File: config.mk
export PLATFORM = sky130hd
export DESIGN_NAME = eu_operand_cache_mc
export DESIGN_NICKNAME = d
export VERILOG_FILES = /design/src/rtl/eu_operand_cache_mc.sv
export SDC_FILE = /design/constraint.sdc
export NUM_CORES = 2
export LEC_CHECK = 0
export BUFFER_PORTS_ARGS = -buffer_cell sky130_fd_sc_hd__clkbuf_2
export CORE_ASPECT_RATIO = 1.2
export CORE_UTILIZATION = 40
export CTS_BUF_LIST = sky130_fd_sc_hd__clkbuf_16
export CTS_CLUSTER_DIAMETER = 120
export DETAILED_ROUTE_END_ITERATION = 6
export GPL_TIMING_DRIVEN = 0
export PLACE_DENSITY_LB_ADDON = 0.1
export SLEW_MARGIN = 20
export SYNTH_ARGS = -nofsm -noshare
export SYNTH_HDL_FRONTEND = slang
export SYNTH_SLANG_ARGS = --single-unit
File: constraint.sdc
create_clock -name clk -period 12.4 [get_ports clk]
set_input_delay 0.62 -clock clk [delete_from_list [all_inputs] [get_ports clk]]
set_output_delay 0.62 -clock clk [all_outputs]
set_load 0.005 [all_outputs]
File: src/rtl/eu_operand_cache_mc.sv
// Fully associative tagged operand cache: multi-port prioritised writes, 1-cycle icon reads,
// and an instruction FSM that gathers two operands and issues them to the ALU.
//
// state   | meaning
// S_IDLE  | no instruction held, instr_ready_o=1
// S_WAIT  | operand tags latched, waiting for both to be present
// S_ISSUE | operands captured and presented to ALU until accepted
module eu_operand_cache_mc #(
    parameter int DATA_W         = 32,
    parameter int ADDR_W         = 8,
    parameter int DEPTH          = 8,
    parameter int NUM_WCH        = 2,
    parameter bit CONSUME_ON_USE = 1'b1
) (
    input  logic                        clk,
    input  logic                        reset_n,
    input  logic [NUM_WCH-1:0]          icon_wvalid_i,
    input  logic [NUM_WCH*ADDR_W-1:0]   icon_waddr_i,
    input  logic [NUM_WCH*DATA_W-1:0]   icon_wdata_i,
    output logic [NUM_WCH-1:0]          icon_wready_o,
    input  logic                        alu_wvalid_i,
    input  logic [ADDR_W-1:0]           alu_waddr_i,
    input  logic [DATA_W-1:0]           alu_wdata_i,
    output logic                        alu_wready_o,
    input  logic                        icon_rvalid_i,
    input  logic [ADDR_W-1:0]           icon_raddr_i,
    output logic                        icon_rdone_o,
    output logic                        icon_rsuccess_o,
    output logic [DATA_W-1:0]           icon_rdata_o,
    input  logic                        instr_valid_i,
    input  logic [ADDR_W-1:0]           instr_op0_addr_i,
    input  logic [ADDR_W-1:0]           instr_op1_addr_i,
    output logic                        instr_ready_o,
    output logic                        alu_op_valid_o,
    output logic [DATA_W-1:0]           alu_op0_o,
    output logic [DATA_W-1:0]           alu_op1_o,
    input  logic                        alu_op_ready_i,
    output logic [$clog2(DEPTH+1)-1:0]  occupancy_o
);
    localparam int NP    = NUM_WCH + 1;
    localparam int OCC_W = $clog2(DEPTH + 1);

    typedef enum logic [1:0] {S_IDLE, S_WAIT, S_ISSUE} state_t;

    state_t               state_q, state_n;
    logic [DEPTH-1:0]     valid_q, valid_n;
    logic [ADDR_W-1:0]    tag_q  [DEPTH];
    logic [DATA_W-1:0]    data_q [DEPTH];
    logic [ADDR_W-1:0]    op0_tag_q, op1_tag_q;

    // Port 0 is the ALU (highest priority), ports 1..NUM_WCH are icon channels in order.
    logic [NP-1:0]        wv, wready;
    logic [ADDR_W-1:0]    wtag [NP];
    logic [DATA_W-1:0]    wdat [NP];
    logic [DEPTH-1:0]     whit [NP];
    logic [DEPTH-1:0]     wen_vec [NP];

    logic [DEPTH-1:0]     rd_hit, op0_hit, op1_hit, free_mask;
    logic [DEPTH-1:0]     hit_claim, claimed, free_left, pick;
    logic                 conflict, issue_fire, latch_instr, capture_ops;
    logic [DATA_W-1:0]    rd_data, op0_data, op1_data;
    logic [OCC_W-1:0]     occ_n;

    always_comb begin
        wv[0]   = alu_wvalid_i;
        wtag[0] = alu_waddr_i;
        wdat[0] = alu_wdata_i;
        for (int c = 0; c < NUM_WCH; c++) begin
            wv[c+1]   = icon_wvalid_i[c];
            wtag[c+1] = icon_waddr_i[c*ADDR_W +: ADDR_W];
            wdat[c+1] = icon_wdata_i[c*DATA_W +: DATA_W];
        end
    end

    always_comb begin
        rd_hit   = '0;
        op0_hit  = '0;
        op1_hit  = '0;
        rd_data  = '0;
        op0_data = '0;
        op1_data = '0;
        for (int e = 0; e < DEPTH; e++) begin
            rd_hit[e]  = valid_q[e] && (tag_q[e] == icon_raddr_i);
            op0_hit[e] = valid_q[e] && (tag_q[e] == op0_tag_q);
            op1_hit[e] = valid_q[e] && (tag_q[e] == op1_tag_q);
            for (int p = 0; p < NP; p++) begin
                whit[p][e] = valid_q[e] && (tag_q[e] == wtag[p]);
            end
            if (rd_hit[e])  rd_data  = rd_data  | data_q[e];
            if (op0_hit[e]) op0_data = op0_data | data_q[e];
            if (op1_hit[e]) op1_data = op1_data | data_q[e];
        end
    end

    assign issue_fire = (state_q == S_ISSUE) && alu_op_ready_i;

    always_comb begin
        free_mask = '0;
        if (CONSUME_ON_USE) begin
            if (icon_rvalid_i) free_mask = free_mask | rd_hit;
            if (issue_fire)    free_mask = free_mask | op0_hit | op1_hit;
        end
    end

    // Entries freed this cycle are reusable at once; entries any writer hits are never allocated.
    always_comb begin
        hit_claim = '0;
        for (int p = 0; p < NP; p++) begin
            if (wv[p]) hit_claim = hit_claim | whit[p];
        end
        claimed   = hit_claim;
        free_left = '0;
        pick      = '0;
        conflict  = 1'b0;
        for (int p = 0; p < NP; p++) begin
            conflict = 1'b0;
            for (int q = 0; q < NP; q++) begin
                if (q < p && wv[q] && (wtag[q] == wtag[p])) conflict = 1'b1;
            end
            free_left  = (~valid_q | free_mask) & ~claimed;
            pick       = free_left & (~free_left + {{(DEPTH-1){1'b0}}, 1'b1});
            wready[p]  = !conflict && ((|whit[p]) || (|free_left));
            wen_vec[p] = '0;
            if (wv[p] && wready[p]) begin
                if (|whit[p]) begin
                    wen_vec[p] = whit[p];
                end else begin
                    wen_vec[p] = pick;
                    claimed    = claimed | pick;
                end
            end
        end
    end

    assign alu_wready_o = wready[0];
    always_comb begin
        for (int c = 0; c < NUM_WCH; c++) icon_wready_o[c] = wready[c+1];
    end

    always_comb begin
        valid_n = valid_q & ~free_mask;
        for (int p = 0; p < NP; p++) valid_n = valid_n | wen_vec[p];
        occ_n = '0;
        for (int e = 0; e < DEPTH; e++) occ_n = occ_n + OCC_W'(valid_n[e]);
    end

    always_ff @(posedge clk or negedge reset_n) begin
        if (!reset_n) begin
            valid_q     <= '0;
            occupancy_o <= '0;
            for (int e = 0; e < DEPTH; e++) begin
                tag_q[e]  <= '0;
                data_q[e] <= '0;
            end
        end else begin
            valid_q     <= valid_n;
            occupancy_o <= occ_n;
            for (int e = 0; e < DEPTH; e++) begin
                for (int p = 0; p < NP; p++) begin
                    if (wen_vec[p][e]) begin
                        tag_q[e]  <= wtag[p];
                        data_q[e] <= wdat[p];
                    end
                end
            end
        end
    end

    always_ff @(posedge clk or negedge reset_n) begin
        if (!reset_n) begin
            icon_rdone_o    <= 1'b0;
            icon_rsuccess_o <= 1'b0;
            icon_rdata_o    <= '0;
        end else begin
            icon_rdone_o    <= icon_rvalid_i;
            icon_rsuccess_o <= icon_rvalid_i && (|rd_hit);
            icon_rdata_o    <= icon_rvalid_i ? rd_data : '0;
        end
    end

    always_comb begin
        state_n       = state_q;
        instr_ready_o = 1'b0;
        latch_instr   = 1'b0;
        capture_ops   = 1'b0;
        case (state_q)
            S_IDLE: begin
                instr_ready_o = 1'b1;
                if (instr_valid_i) begin
                    latch_instr = 1'b1;
                    state_n     = S_WAIT;
                end
            end
            S_WAIT: begin
                if ((|op0_hit) && (|op1_hit)) begin
                    capture_ops = 1'b1;
                    state_n     = S_ISSUE;
                end
            end
            S_ISSUE: begin
                if (alu_op_ready_i) state_n = S_IDLE;
            end
            default: state_n = S_IDLE;
        endcase
    end

    assign alu_op_valid_o = (state_q == S_ISSUE);

    always_ff @(posedge clk or negedge reset_n) begin
        if (!reset_n) begin
            state_q   <= S_IDLE;
            op0_tag_q <= '0;
            op1_tag_q <= '0;
            alu_op0_o <= '0;
            alu_op1_o <= '0;
        end else begin
            state_q <= state_n;
            if (latch_instr) begin
                op0_tag_q <= instr_op0_addr_i;
                op1_tag_q <= instr_op1_addr_i;
            end
            if (capture_ops) begin
                alu_op0_o <= op0_data;
                alu_op1_o <= op1_data;
            end
        end
    end
endmodule

==> out/qor_table.md <==
| Parameter | Value |
|:---|:---|
| First-pass DRT Iterations | 7 |
| DRC violation count after routing | 184 |
| Worst-Margin Slew | 1.41 ns |
| Total of max-cap violations | 0 |
| Global-route wire length before repair | 255 mm |
| Cell area after technology mapping | 32400 sq um |
| Overall die width | 262 microns |
| Dpl cell area | 35100 sq um |
| Data arrival time of the worst path | 8.41 ns |
| Top-level I/O count | 259 |
| Worst setup skew after layout | 0.0524 ns |
| Buffer depth of the longest clock path | 3 |
| Post-synth top flop | sky130_fd_sc_hd__dfrtp_1 |
| Number of H-tree branching levels | 2 |
| Total congestion overflow | 0 |
| Placed cell count | 4480 |
| Num Clock Sinks | 448 |
| Initial Utilization | 0.407 |
| Endpoint kind of the worst setup timing path | flop |
| Placement row count | 113 |
| Clock tree from TritonCTS | built |
| HPWL after detailed placement | 131 mm |
| Share of the synthesized area in the top cell type | 0.346 |
| Sequential area share after synthesis | 0.346 |
| Pins Over Slew Limit | 0 |
| Vert. Die Dim | 314 microns |
| Total vias in the final route | 32800 |
| Via count of the first global-routing pass | 32200 |
| Largest fanout of any net on the critical path | 10 |
| Remaining number of nets flagged by the antenna check after routing | 0 |
| First-iteration detailed-routing DRC count | 5014 |
| Proportion of register bits with asynchronous set or reset after synthesis | 1.00 |
| Period Utilization, post-route | 0.636 |
| Setup fix buffers added after clock tree synthesis | 0 |
| Class of the tightest hold or removal check | in2async |
| Number of standard cells in the final layout excluding fillers | 4598 |
| Routability congestion estimate from global placement | 1.04 |
| Distinct cell type count of the synthesized netlist | 80 |
| Area used by multi-input combinational logic | 19200 sq um |
| Layout cell share with drive strength beyond 1 | 0.200 |
| Largest net degree at the start of global routing | 86 |
| Register area | 11200 sq um |
| Setup-violating endpoint count in the final report | 0 |
| Number of enable-type register cells in the synthesized netlist | 0 |
| FILL cells | 7618 |
| Ratio of total power to cell area | 230 nW/um^2 |
| Critical path class | reg2reg |
| Kind of start point of the critical path | flop |
| Top cells by area, synth | sky130_fd_sc_hd__dfrtp_1 (35%), sky130_fd_sc_hd__mux2i_1 (14%), sky130_fd_sc_hd__xnor2_1 (10%), sky130_fd_sc_hd__mux2_2 (4.7%), sky130_fd_sc_hd__a22oi_1 (4.0%) |
| Number of CTS-inserted buffers | 53 |
| Fmax | 127 MHz |
| Hold_ws | -0.0205 ns |
| Violations in the final reports | DRC, hold timing |
| Avg Synthesized Cell Area | 10.1 sq um |
| Relative area change from synthesis to final layout | 14.5% |
| Synthesis Warnings | 0 |
| Commonest non-fill, non-tap cell in the layout | sky130_fd_sc_hd__dfrtp_1 |
| Final design instance area without fill | 37100 sq um |
| Leakage | 15.3 nW |
| Clock root buffer | sky130_fd_sc_hd__clkbuf_16 |
| Average wire length per cell after detail routing | 40.7 microns |
| Cell count after synthesis | 3220 |
| Overall global routing resource usage | 0.445 |
| Unrepaired setup endpoints after global routing | no |
| Number of antenna violations at the first check in global routing | 16 |
| Core Footprint | 79600 sq um |
| Synthesized Nets | 3379 |
| Result of the run | complete, but fails checks |
| Clock insertion delay at the later pin of the skew report | 0.69 ns |
| Clock input transition at the sequential cells of the worst setup and hold paths | 0.06 ns |
| Number of I/O port buffers | 201 |
| Number of nets in the final layout | 3665 |
| Final hold viol count | 18 |
| Post-cts resize count | 0 |
| Worst EP required | 12.93 ns |
| Number of vias per cell after detailed routing | 7.13 |
| Min Tclk post-route | 7.88 ns |
| Aggregate routed wire length | 187 mm |
| Count of state elements after synthesis | 448 |
| Hold bufs inserted after CTS | 0 |
| Worst max-slew margin expressed relative to the limit | 0.0605 |
| Most used cells in the layout excluding fill and tap cells | sky130_fd_sc_hd__dfrtp_1 (448), sky130_fd_sc_hd__mux2i_1 (440), sky130_fd_sc_hd__xnor2_1 (373), sky130_fd_sc_hd__clkbuf_2 (248), sky130_fd_sc_hd__a22oi_1 (173) |
| Die area | 82100 sq um |
| Post-synth top area cell | sky130_fd_sc_hd__dfrtp_1 |
| Setup slack of the most critical reg-to-reg path | 4.52 ns |
| Highest ir drop seen on vdd | 0.000152 V |
==> flip-flops by register name, indices dropped and copies added, names as in the netlist <==
name / cells
data_q: 256
tag_q: 64
alu_op0_o: 32
alu_op1_o: 32
icon_rdata_o: 32
op0_tag_q: 8
op1_tag_q: 8
valid_q: 8
occupancy_o: 4
state_q: 2
icon_rdone_o: 1
icon_rsuccess_o: 1
==> synthesized netlist by cell type, drive strengths merged (6+ instances only) <==
cell / count
dfrtp: 448
mux2i: 440
xnor2: 373
clkbuf: 217
a22oi: 173
buf: 171
a22o: 147
mux2: 136
a221oi: 110
a21oi: 96
o21ai: 96
a31oi: 94
o22a: 80
a21o: 68
nand4: 63
inv: 59
a222oi: 55
nand2: 55
and2: 54
nand3: 44
nor3: 39
xor2: 38
nor2: 34
nor4: 34
a41oi: 11
and3: 7
o31ai: 6
==> worst max-delay path, stage by stage, from the launching register on <==
cell and delay (ns):
sky130_fd_sc_hd__dfrtp_1 0.36, sky130_fd_sc_hd__clkbuf_2 0.28, sky130_fd_sc_hd__xnor2_1 0.23, sky130_fd_sc_hd__nand3_1 0.11, sky130_fd_sc_hd__nor3_2 0.96, sky130_fd_sc_hd__o21ai_1 0.19
sky130_fd_sc_hd__and3_1 0.31, sky130_fd_sc_hd__or2_0 0.25, sky130_fd_sc_hd__buf_1 0.16, sky130_fd_sc_hd__nand2_1 0.25, sky130_fd_sc_hd__o21ai_1 0.22, sky130_fd_sc_hd__a21oi_1 0.38
sky130_fd_sc_hd__o21a_1 0.18, sky130_fd_sc_hd__clkbuf_1 0.64, sky130_fd_sc_hd__buf_2 0.48, sky130_fd_sc_hd__nor4b_1 0.13, sky130_fd_sc_hd__fa_1 0.59, sky130_fd_sc_hd__fa_1 0.44
sky130_fd_sc_hd__fa_1 0.63, sky130_fd_sc_hd__inv_1 0.11, sky130_fd_sc_hd__ha_1 0.17, sky130_fd_sc_hd__inv_1 0.06, sky130_fd_sc_hd__fa_1 0.42, sky130_fd_sc_hd__xnor2_1 0.14
==> final cells by class <==
type                    instances  share of cell area
diodes                         12            0.000810
clock buffers                  54              0.0365
plain buffers                 388              0.0504
multi-input cells            2324               0.519
well taps                    1035              0.0349
clock inverters                46              0.0127
inverters                      60             0.00608
repair buffers                231              0.0373
flip-flops and latches        448               0.302
==> power breakdown <==
| group | leakage [nW] | switching [mW] | internal (mW) |
|---|---|---|---|
| clock | 0.934 | 0.727 | 0.981 |
| sequential | 5.52 | 0.663 | 2.04 |
| combinational | 8.84 | 2.47 | 1.65 |
==> layer usage <==
metal	GRT usage	share of wire	vias to the layer above
met5	0	0.00041	-
met4	0.388	0.11	12
met3	0.142	0.11	1002
met2	0.671	0.43	2834
met1	0.506	0.34	16100
li1	-	-	12800
==> final timing paths <==
| kind | from | endpoint | cells after the start |
|---|---|---|---|
| hold / removal | reset_n | data_q[207]$_DFFE_PN0P_ | 1 |
| setup reg to reg | tag_q[31]$_DFFE_PN0P_ | occupancy_o[2]$_DFF_PN0_ | 23 |
| setup / recovery | tag_q[31]$_DFFE_PN0P_ | occupancy_o[2]$_DFF_PN0_ | 23 |
| max in group asynchronous | reset_n | tag_q[44]$_DFFE_PN0P_ | 4 |
| hold reg to reg | alu_op1_o[19]$_DFFE_PN0P_ | alu_op1_o[19]$_DFFE_PN0P_ | 1 |
| min in group clk | instr_op0_addr_i[0] | op0_tag_q[0]$_DFFE_PN0P_ | 2 |
==> kinds of logic after synthesis <==
group	count (synthesis)	synth area share
AO/OA/AOI/OAI	974	0.230
multiplexers	576	0.183
buffers and inverters	448	0.0636
flip-flops	448	0.346
XOR/XNOR	411	0.111
AND/OR/NAND/NOR	356	0.0624
adder cells (fa/ha/maj)	7	0.00363
==> per-stage QoR <==
| stage | total power, mW | TNS (ns) | hold WS (ns) | utilization | worst slack (ns) |
|---|---|---|---|---|---|
| floorplan | 5.19 | 0 | 0.324 | - | 6.42 |
| global placement | 6.48 | -1.02 | 0.461 | 0.436 | -0.0210 |
| detailed placement | 6.64 | 0 | 0.465 | 0.441 | 4.46 |
| CTS | 8.35 | 0 | 0.00261 | 0.464 | 4.43 |
| global route | 8.79 | 0 | 0.0192 | 0.465 | 4.33 |
| finish | 8.53 | 0 | -0.0205 | 0.466 | 4.52 |
(Power assumes the default switching activity.)
